`config.mk`:
```
export PLATFORM = sky130hd
export DESIGN_NAME = hangman_word_tracker
export DESIGN_NICKNAME = d
export VERILOG_FILES = /design/src/rtl/hangman_word_tracker.sv
export SDC_FILE = /design/constraint.sdc
export NUM_CORES = 1
export LEC_CHECK = 0
export ABC_AREA = 1
export BUFFER_PORTS_ARGS = -buffer_cell sky130_fd_sc_hd__buf_2
export CORE_UTILIZATION = 51
export DETAILED_ROUTE_END_ITERATION = 10
export PLACE_DENSITY = 0.71
export SLEW_MARGIN = 20
export SYNTH_ARGS = -nofsm -noshare
export SYNTH_HDL_FRONTEND = slang
export SYNTH_SLANG_ARGS = --single-unit
```
`constraint.sdc`:
```
create_clock -name clk -period 8.3 [get_ports clk]
set_input_delay 1.66 -clock clk [delete_from_list [all_inputs] [get_ports clk]]
set_output_delay 1.66 -clock clk [all_outputs]
set_load 0.01 [all_outputs]
```
`src/rtl/hangman_word_tracker.sv`:
```
// Letter-reveal engine for the word-guessing game: holds the secret word, a sticky
// reveal mask, guess history and miss count, and resolves one guess per two cycles.
module hangman_word_tracker #(
    parameter int                WORD_LEN   = 7,
    parameter int                CHAR_W     = 7,
    parameter int                MAX_MISSES = 6,
    parameter logic [CHAR_W-1:0] BLANK_CHAR = 7'h5F
) (
    input  logic                               clk,
    input  logic                               rst,
    input  logic                               load,
    input  logic [WORD_LEN*CHAR_W-1:0]         word_in,
    input  logic                               guess_valid,
    input  logic [CHAR_W-1:0]                  guess_char,
    output logic                               guess_ready,
    output logic [WORD_LEN*CHAR_W-1:0]         display_out,
    output logic [WORD_LEN-1:0]                reveal_mask,
    output logic [$clog2(MAX_MISSES+1)-1:0]    miss_count,
    output logic                               result_valid,
    output logic                               result_hit,
    output logic                               result_repeat,
    output logic                               game_won,
    output logic                               game_lost
);

    localparam int                 MISS_W   = $clog2(MAX_MISSES + 1);
    localparam logic [MISS_W-1:0]  MISS_MAX = MISS_W'(MAX_MISSES);

    typedef enum logic [2:0] {
        S_IDLE,
        S_PLAY,
        S_CHECK,
        S_WON,
        S_LOST
    } state_t;

    state_t                         state_reg, state_next;
    logic [WORD_LEN*CHAR_W-1:0]     word_reg, word_next;
    logic [WORD_LEN-1:0]            mask_reg, mask_next;
    logic [2**CHAR_W-1:0]           history_reg, history_next;
    logic [MISS_W-1:0]              miss_reg, miss_next;
    logic [CHAR_W-1:0]              guess_reg, guess_next;
    logic                           result_valid_reg, result_valid_next;
    logic                           result_hit_reg, result_hit_next;
    logic                           result_repeat_reg, result_repeat_next;
    logic [WORD_LEN-1:0]            match;

    // Per-slot compare against the latched guess and per-slot display mux.
    generate
        for (genvar gi = 0; gi < WORD_LEN; gi++) begin : g_slot
            assign match[gi] = (word_reg[gi*CHAR_W +: CHAR_W] == guess_reg);
            assign display_out[gi*CHAR_W +: CHAR_W] =
                mask_reg[gi] ? word_reg[gi*CHAR_W +: CHAR_W] : BLANK_CHAR;
        end
    endgenerate

    always_comb begin
        state_next         = state_reg;
        word_next          = word_reg;
        mask_next          = mask_reg;
        history_next       = history_reg;
        miss_next          = miss_reg;
        guess_next         = guess_reg;
        result_valid_next  = 1'b0;
        result_hit_next    = result_hit_reg;
        result_repeat_next = result_repeat_reg;

        if (load) begin
            // New game wins over anything else, including a guess offered this cycle.
            word_next          = word_in;
            mask_next          = '0;
            history_next       = '0;
            miss_next          = '0;
            result_hit_next    = 1'b0;
            result_repeat_next = 1'b0;
            state_next         = S_PLAY;
        end else begin
            case (state_reg)
                S_PLAY: begin
                    if (guess_valid) begin
                        guess_next = guess_char;
                        state_next = S_CHECK;
                    end
                end
                S_CHECK: begin
                    result_valid_next = 1'b1;
                    result_hit_next   = |match;
                    if (history_reg[guess_reg]) begin
                        result_repeat_next = 1'b1;
                    end else begin
                        result_repeat_next      = 1'b0;
                        history_next[guess_reg] = 1'b1;
                        mask_next               = mask_reg | match;
                        if (!(|match) && (miss_reg != MISS_MAX)) begin
                            miss_next = miss_reg + MISS_W'(1);
                        end
                    end
                    // Win is judged first on the updated mask; a hit can never be a miss.
                    if (&mask_next) begin
                        state_next = S_WON;
                    end else if (miss_next == MISS_MAX) begin
                        state_next = S_LOST;
                    end else begin
                        state_next = S_PLAY;
                    end
                end
                default: begin
                end
            endcase
        end
    end

    always_ff @(posedge clk or posedge rst) begin
        if (rst) begin
            state_reg         <= S_IDLE;
            word_reg          <= '0;
            mask_reg          <= '0;
            history_reg       <= '0;
            miss_reg          <= '0;
            guess_reg         <= '0;
            result_valid_reg  <= 1'b0;
            result_hit_reg    <= 1'b0;
            result_repeat_reg <= 1'b0;
        end else begin
            state_reg         <= state_next;
            word_reg          <= word_next;
            mask_reg          <= mask_next;
            history_reg       <= history_next;
            miss_reg          <= miss_next;
            guess_reg         <= guess_next;
            result_valid_reg  <= result_valid_next;
            result_hit_reg    <= result_hit_next;
            result_repeat_reg <= result_repeat_next;
        end
    end

    assign guess_ready   = (state_reg == S_PLAY);
    assign reveal_mask   = mask_reg;
    assign miss_count    = miss_reg;
    assign result_valid  = result_valid_reg;
    assign result_hit    = result_hit_reg;
    assign result_repeat = result_repeat_reg;
    assign game_won      = (state_reg == S_WON);
    assign game_lost     = (state_reg == S_LOST);

endmodule

```
==> qor.txt <==
Final Hold Vio Count = 0
Clock Latency Late Sink = 0.44 ns
Final setup viols = 0
Final Total Pwr = 2.65 mW
Seq. cell area = 5010 µm²
DR iter-0 viols = 1009
clock buffer depth = 2
total number of vias = 9506
non-filler cells, final = 1791
most frequent cells in the layout = nand2_1, inv_1, dfrtp_1
Die X = 146 µm
clk root buf = clkbuf_16
synth top area cells = dfrtp_1, nand2_1, nand3_1, inv_1, a21oi_1
worst slew pin tran = 1.18 ns
Routability Congestion = 0.887
row count = 52
RSZ-0062 raised after global routing = false
Peak VDD IR = 0.000154 V
Syn Area/Cell = 7.31 µm²
Post-Route WL = 29600 µm
Worst Setup Start Kind = register
clk sinks = 200
Max Cap Viol = 0
die area = 21200 µm²
TritonRoute pass-1 iters = 5
drt drc = 0
vias in the first global route = 9116
GRT Total Usage = 0.289
post-synth net total = 1503
hpwl dp = 18200 µm
Max Fanout on Critical Path = 111
WP data arrival = 4.65 ns
Req. time, crit path = 8.65 ns
antenna viol nets, final = 0
Fillers = 1932
Hold WS = 0.517 ns
Setup Buffers After CTS = 0
Final nets = 1570
Power Density = 225 nW/µm²
setup TNS = 0 ns
Fmax = 233 MHz
ant diodes = 0
TritonCTS clock tree = done
commonest non-fill, non-tap cell in the layout = nand2_1
H-tree depth = 4
Core Area = 20200 µm²
cts hold-fix bufs = 0
Placed Cells = 1759
Place WS = 4.17 ns
cts bufs inserted = 17
Slew Viols, Final = 0
Static Leakage = 5.66 nW
final instance area = 11800 µm²
# port buffers = 124
multi-input logic area = 4320 µm²
mapped cell area = 10500 µm²
IO Pins = 125
Gates resized, CTS repair = 0
Area after DPL = 11200 µm²
post-synth top area cell = dfrtp_1
clock-pin slew on the worst setup and hold paths = 0.07 ns
Mapped Cells = 1441
minimum clock period = 4.30 ns
largest net degree at the start of global routing = 137
register area share after synthesis = 0.475
Largest register FFs = 128
worst setup path class = register to register
crit end category = register
Netlist cell types = 29
Area Overhead vs Synth = 12.1%
Clock Skews = 0.0106 ns
first-pass GRT wire length = 48000 µm
height of the die = 146 µm
initial core utilization = 0.520
grt total ovfl = 0
Final Cycle Share = 0.518
share of layout cells above drive strength 1 = 0.119
final worst-path setup slack = 4.00 ns
slew margin rel. = 0.216
post-route core utilization = 0.583
top cell type's share of synthesized area = 0.475
WL/cell = 16.5 µm
Synthesis Warnings = 0
Worst Hold Class = register to register
status = finished clean
#FFs+latches synth = 200
DR vias/cell = 5.31
initial antenna violation count = 0
critical path, stage by stage, from the launching register on:
cell	delay, ns
dfrtp_2	0.36
buf_4	0.80
o21ai_0	0.31
nand2_1	0.11
nand2_1	0.08
nand2_1	0.06
nand2_1	0.07
nand2_1	0.06
nand2_1	0.05
nor2_1	0.08
nor2_1	0.07
nor2_4	0.25
nand2_4	0.13
nor2_4	0.29
buf_4	0.87
nand3_1	0.16
a21oi_1	0.21
layout make-up:
class / count / share of cell area
multi-input combinational: 937 / 0.366
inverter: 221 / 0.0709
timing repair buffer: 131 / 0.0579
clock buffer: 17 / 0.0360
clock inverter: 15 / 0.0162
sequential: 200 / 0.424
tap: 270 / 0.0286
power breakdown:
part / total, mW / leakage (nW) / internal (mW) / switching [mW]
logic: 0.688 / 2.70 / 0.170 / 0.518
registers: 1.09 / 2.68 / 1.01 / 0.0744
clock network: 0.879 / 0.290 / 0.482 / 0.398
layer usage:
| metal | track usage | vias to the layer above | part of all wire |
|---|---|---|---|
| met5 | 0 | - | 0 |
| met4 | 0.0958 | 0 | 0.023 |
| met3 | 0.0408 | 53 | 0.069 |
| met2 | 0.474 | 365 | 0.47 |
| met1 | 0.395 | 4466 | 0.44 |
| li1 | - | 4622 | - |
path summary, 6_finish.rpt:
check	slack [ns]	start	endpoint	cells after the start
max reg2reg	4.00	guess_reg[0]	history_reg[119]	16
min	0.52	history_reg[112]	history_reg[112]	2
max	4.00	guess_reg[0]	history_reg[119]	16
max in group asynchronous	5.72	rst	history_reg[24]	3
min reg2reg	0.52	history_reg[112]	history_reg[112]	2
min in group asynchronous	1.37	rst	word_reg[30]	2
cell families after synthesis:
kind of cell / share of synthesized area
flops: 0.475
mux: 0.00107
compound gates: 0.111
fa+ha+maj: 0.00238
simple gates: 0.266
buf+inv: 0.116
xor+xnor: 0.0283
cell usage after synthesis, drive strengths merged:
library cell and instances:
mux2 1, inv 219, dfrtp 200, buf 37, or2 1, nand2 416
clkinv 2, xor2 17, o211ai 4, ha 2, nand3b 1, nor3 2
nor2 74, clkbuf 46, o22ai 9, nand4 8, o21ai 73, a21oi 140
nor3b 1, a22o 2, xnor2 17, nand3 169
Power figures use the tool's default switching activity.
